`src/rtl/dvi_mode_sequencer.sv`:
```
// rtl/dvi_mode_sequencer.sv - frame-synchronous output gate and demo-mode scheduler for the DVI timing core
// Optional auto-cycle timer is built only when DVI_SEQ_AUTO_EN is defined.
module dvi_mode_sequencer #(
    parameter int WARMUP_FRAMES = 4,
    parameter int AUTO_FRAMES   = 300,
    parameter int NUM_MODES     = 4
) (
    input  logic       i_clk_dot,
    input  logic       i_reset_n,
    input  logic       i_pll_lock,
    input  logic       i_vga_vs,
    input  logic       i_btn_step,
    input  logic       i_auto_en,
    output logic [1:0] o_mode_sel,
    output logic       o_mode_bit,
    output logic       o_color_3b,
    output logic       o_out_en,
    output logic [1:0] o_seq_state
);

    typedef enum logic [1:0] {
        ST_OFF  = 2'b00,
        ST_WARM = 2'b01,
        ST_RUN  = 2'b10
    } state_t;

    state_t     r_state;
    state_t     w_state_nxt;
    logic       r_lock_m;
    logic       r_lock_s;
    logic       r_vs_q;
    logic       r_frame_start;
    logic [7:0] r_warm_cnt;
    logic [7:0] w_warm_nxt;
    logic       r_pending;
    logic       w_pending_nxt;
    logic [1:0] r_mode_sel;
    logic [1:0] w_mode_nxt;
    logic       r_mode_bit;
    logic       r_color_3b;
    logic       r_out_en;
    logic       w_advance;
    logic       w_expire;

`ifdef DVI_SEQ_AUTO_EN
    logic [11:0] r_auto_cnt;
    logic [11:0] w_auto_nxt;

    assign w_expire = (r_state == ST_RUN) && r_frame_start && i_auto_en &&
                      (r_auto_cnt == 12'(AUTO_FRAMES - 1));

    // Counter only runs in RUN with auto enabled; any advance restarts the interval.
    always_comb begin
        w_auto_nxt = r_auto_cnt;
        if (!r_lock_s || (r_state != ST_RUN) || !i_auto_en || w_advance) begin
            w_auto_nxt = 12'd0;
        end else if (r_frame_start) begin
            w_auto_nxt = r_auto_cnt + 12'd1;
        end
    end

    always_ff @(posedge i_clk_dot or negedge i_reset_n) begin
        if (!i_reset_n) begin
            r_auto_cnt <= 12'd0;
        end else begin
            r_auto_cnt <= w_auto_nxt;
        end
    end
`else
    logic w_unused_auto_en;

    assign w_unused_auto_en = i_auto_en;
    assign w_expire         = 1'b0;
`endif

    always_comb begin
        w_state_nxt   = r_state;
        w_warm_nxt    = r_warm_cnt;
        w_pending_nxt = r_pending;
        w_mode_nxt    = r_mode_sel;
        w_advance     = 1'b0;
        case (r_state)
            ST_OFF: begin
                w_warm_nxt    = 8'd0;
                w_pending_nxt = 1'b0;
                if (r_lock_s) begin
                    w_state_nxt = ST_WARM;
                end
            end
            ST_WARM: begin
                if (i_btn_step) begin
                    w_pending_nxt = 1'b1;
                end
                if (r_frame_start) begin
                    if (r_warm_cnt == 8'(WARMUP_FRAMES - 1)) begin
                        w_state_nxt = ST_RUN;
                        w_warm_nxt  = 8'd0;
                    end else begin
                        w_warm_nxt = r_warm_cnt + 8'd1;
                    end
                end
            end
            ST_RUN: begin
                if (i_btn_step) begin
                    w_pending_nxt = 1'b1;
                end
                // Step and timer expiry in the same frame collapse into one advance.
                w_advance = r_frame_start && (r_pending || i_btn_step || w_expire);
                if (w_advance) begin
                    w_pending_nxt = 1'b0;
                    w_mode_nxt    = (r_mode_sel == 2'(NUM_MODES - 1)) ? 2'd0 : r_mode_sel + 2'd1;
                end
            end
            default: begin
                w_state_nxt = ST_OFF;
            end
        endcase
        if (!r_lock_s) begin
            w_state_nxt   = ST_OFF;
            w_warm_nxt    = 8'd0;
            w_pending_nxt = 1'b0;
            w_mode_nxt    = r_mode_sel;
            w_advance     = 1'b0;
        end
    end

    always_ff @(posedge i_clk_dot or negedge i_reset_n) begin
        if (!i_reset_n) begin
            r_lock_m      <= 1'b0;
            r_lock_s      <= 1'b0;
            r_vs_q        <= 1'b0;
            r_frame_start <= 1'b0;
            r_state       <= ST_OFF;
            r_warm_cnt    <= 8'd0;
            r_pending     <= 1'b0;
            r_mode_sel    <= 2'd0;
            r_mode_bit    <= 1'b0;
            r_color_3b    <= 1'b0;
            r_out_en      <= 1'b0;
        end else begin
            r_lock_m      <= i_pll_lock;
            r_lock_s      <= r_lock_m;
            r_vs_q        <= i_vga_vs;
            r_frame_start <= i_vga_vs & ~r_vs_q;
            r_state       <= w_state_nxt;
            r_warm_cnt    <= w_warm_nxt;
            r_pending     <= w_pending_nxt;
            r_mode_sel    <= w_mode_nxt;
            r_mode_bit    <= w_mode_nxt[0];
            r_color_3b    <= w_mode_nxt[1];
            r_out_en      <= (w_state_nxt == ST_RUN);
        end
    end

    assign o_mode_sel  = r_mode_sel;
    assign o_mode_bit  = r_mode_bit;
    assign o_color_3b  = r_color_3b;
    assign o_out_en    = r_out_en;
    assign o_seq_state = r_state;

endmodule

```
`config.mk`:
```
export PLATFORM = sky130hd
export DESIGN_NAME = dvi_mode_sequencer
export DESIGN_NICKNAME = d
export VERILOG_FILES = /design/src/rtl/dvi_mode_sequencer.sv
export SDC_FILE = /design/constraint.sdc
export NUM_CORES = 1
export LEC_CHECK = 0
export BUFFER_PORTS_ARGS = -buffer_cell sky130_fd_sc_hd__clkbuf_2
export CORE_ASPECT_RATIO = 1.25
export CORE_MARGIN = 2
export CORE_UTILIZATION = 54
export CTS_CLUSTER_SIZE = 16
export DETAILED_ROUTE_END_ITERATION = 7
export PLACE_DENSITY = 0.76
export SYNTH_ARGS = -nofsm -noshare
export SYNTH_HDL_FRONTEND = slang
export SYNTH_SLANG_ARGS = --single-unit
```
`constraint.sdc`:
```
create_clock -name i_clk_dot -period 2 [get_ports i_clk_dot]
set_input_delay 0.4 -clock i_clk_dot [delete_from_list [all_inputs] [get_ports i_clk_dot]]
set_output_delay 0.4 -clock i_clk_dot [all_outputs]
set_load 0.01 [all_outputs]
```
==> reports/metrics.yaml <==
dr.pass1.iters: 5
fmax_ghz: 0.5342
chipHeight_microns: 49.92
ios: 13
rows: 16
first_global_vias: 733
h-tree-depth: 1
grt_usage_pct: 22.23
seq_power_share_pct: 55.9
cp-start-kind: "flop"
worst_slew_pin_slew_ns: 0.4366
rsz0062_at_grt: "false"
internal_power_mw: 0.5233
routedWlPerCell_microns: 13.99
core_region_area_sq_um: 1582
crit_chain: "inv_1 -> ha_2 -> mux2i_1 -> and2_2 -> or4_1 -> a21oi_1"
syn_nets: 98
grt_max_degree: 19
ys_seq_elements: 18
gp_congestion: 0.8220
post-place-ws_ns: 0.08766
rr_endpoint: "r_warm_cnt[7]$_DFFE_PN0P_"
drc: 0
layout_commonest_cell: "dfrtp_1"
synth_cells: 86
die_width_microns: 40.74
cts_tree: "built"
ctsLongestPathBuffers: 2
syn2layout_area_growth_pct: 12.78
vias_per_cell: 5.915
required_ns: 2.23
slew_violations: 0
antenna_found_initial: 0
cpLargestDelayFamily: "simple AND/OR/NAND/NOR gates"
path_clk_slew_ns: 0.10
synth.cell_area_sq_um: 910.9
p_leak_nw: 0.4806
timing.final.crit_share_pct: 93.59
final_nets: 112
p_switching_mw: 0.1740
skew_ns: 0.001404
crit_fanout: 7
avgSynthCellArea_sq_um: 10.59
yosys-top-cells-area: "dfrtp_1 49%, ha_1 8.2%, xnor2_1 4.8%"
combPwrFrac_pct: 12.0
placedCellCount: 112
cp_num_buf_inv: 1
final.setup.tns_ns: 0
rr_worst_depth: 6
end_kind: "flop"
ctsHoldBuffers: 0
p_per_area_nw_per_um2: 678.8
fin_crit_ns: 1.872
finalWorstSetupSlack_ns: 0.1281
clkLatencyLatePin_ns: 0.30
antenna_cells: 0
relSlewSlack_pct: 70.89
utilization_pct: 64.95
slowest_delay_ns: 0.52
instances_no_fill: 117
p_sw_share_pct: 24.95
r2r_slack_ns: 0.13
reg2reg_from: "o_seq_state[0]$_DFF_PN0_"
whs_ns: 0.01880
synth_top_area_share_pct: 49.45
hold_class: "primary input to asynchronous set/reset pin"
yosys_warnings: 0
overflow: 0
start_util_pct: 57.59
num_vias: 692
die_area_sq_um: 2033
root_buffer: "clkbuf_4"
p_clk_share_pct: 32.1
crit_arrival_ns: 2.10
layout_common_cells: "17 x dfrtp_1, 11 x clkbuf_2, 8 x nor2_1"
ant_nets: 0
clock-sinks: 18
hold_viol_final: 0
setup_viol: 0
status: "finished, final reports clean"
yosysUniqueCellTypes: 32
drt_iter0_markers: 10
cts_made_buffers: 3
post_route_cells_drive_above_1_share_pct: 24.24
synth_top_area_cell: "dfrtp_1"
yosysSeqAreaShare_pct: 49.45
wl_microns: 1637
irDropWorstVdd_mv: 0.4877
grt_pass1_wl_microns: 3008
criticalPathCategory: "flop to flop"
dp_hpwl_microns: 1243
portBuffers: 11
cpMaxStageDelayCell: "or4_1"
drv_cap: 0
==> timing repair <==
item / CTS / global route
setup endpoints to repair: 0 / 1
buffers inserted: 0 / 1
resized for setup: 0 / 6
==> cell families after synthesis <==
family                     synth area share [%]
DFF                                       49.45
buffers and inverters                     4.944
adders and majority gates                 8.242
muxes                                     2.335
xor gates and xnor gates                  4.807
and+or+nand+nor                           17.17
AOI/OAI and AO/OA                         13.05
==> Yosys cell counts <==
master	instances
nor2_1	8
ha_1	6
a21boi_0	1
nand3_1	3
nor2b_1	3
nor4b_1	2
mux2_2	1
a21o_1	3
and2_1	1
o21ai_0	1
nand4_1	2
buf_4	2
o21ai_1	1
o2111ai_1	1
a31oi_1	1
and4_1	1
o211ai_1	1
nand2_1	3
a21oi_1	5
inv_1	4
a211oi_1	2
nand2b_1	1
buf_6	1
o31ai_1	1
dfrtp_1	18
nor4_1	2
xnor2_1	5
nor3_1	2
mux2i_1	1
clkbuf_1	1
or4_1	1
a31o_2	1
==> final cells by class <==
type	instances	area, sq um
well taps	18	22.52
clock buffers	4	36.28
repair buffers	13	70.07
inverters	4	15.01
multi-input cells	60	431.7
fillers	142	554.3
flip-flops and latches	18	451.7
==> worst max path at each step <==
stage / start / endpoint / depth (start not counted)
detailed placement: o_seq_state[1]$_DFF_PN0_ / r_warm_cnt[7]$_DFFE_PN0P_ / 6
finish: o_seq_state[0]$_DFF_PN0_ / r_warm_cnt[7]$_DFFE_PN0P_ / 6
global placement: o_seq_state[1]$_DFF_PN0_ / r_warm_cnt[7]$_DFFE_PN0P_ / 6
CTS: o_seq_state[1]$_DFF_PN0_ / r_warm_cnt[7]$_DFFE_PN0P_ / 6
global route: o_seq_state[0]$_DFF_PN0_ / r_warm_cnt[7]$_DFFE_PN0P_ / 6
floorplan: o_seq_state[1]$_DFF_PN0_ / r_warm_cnt[7]$_DFFE_PN0P_ / 7
==> through the flow <==
step           total power, mW  area [sq um]
6_report                0.6973          1027
3_5_place_dp            0.4721         965.9
3_3_place_gp            0.4669         965.9
5_1_grt                 0.7363          1027
2_1_floorplan           0.4436         910.9
4_1_cts                 0.6947          1002
==> power groups by stage <==
stage	Sequential [mW]	Clock, mW	Combinational, mW
4_1_cts	0.388	0.230	0.0764
5_1_grt	0.392	0.249	0.0951
6_report	0.390	0.224	0.0835
2_1_floorplan	0.392	0	0.0513
3_5_place_dp	0.396	0	0.0763
3_3_place_gp	0.395	0	0.0719
==> layer usage <==
metal	vias up	part of all wire [%]	GRT usage, %
met5	-	0	0
met4	0	3.4	14.44
met3	5	2.9	4.054
met2	17	53	35.71
met1	338	41	25.07
li1	332	-	-
==> registers in the layout (all words and copies together) (netlist names) <==
register and cells:
r_lock_m 1, o_seq_state 2, r_lock_s 1, r_pending 1, r_vs_q 1, o_color_3b 1, o_mode_sel 1, o_out_en 1
r_warm_cnt 8, r_frame_start 1
(Power assumes the default switching activity.)
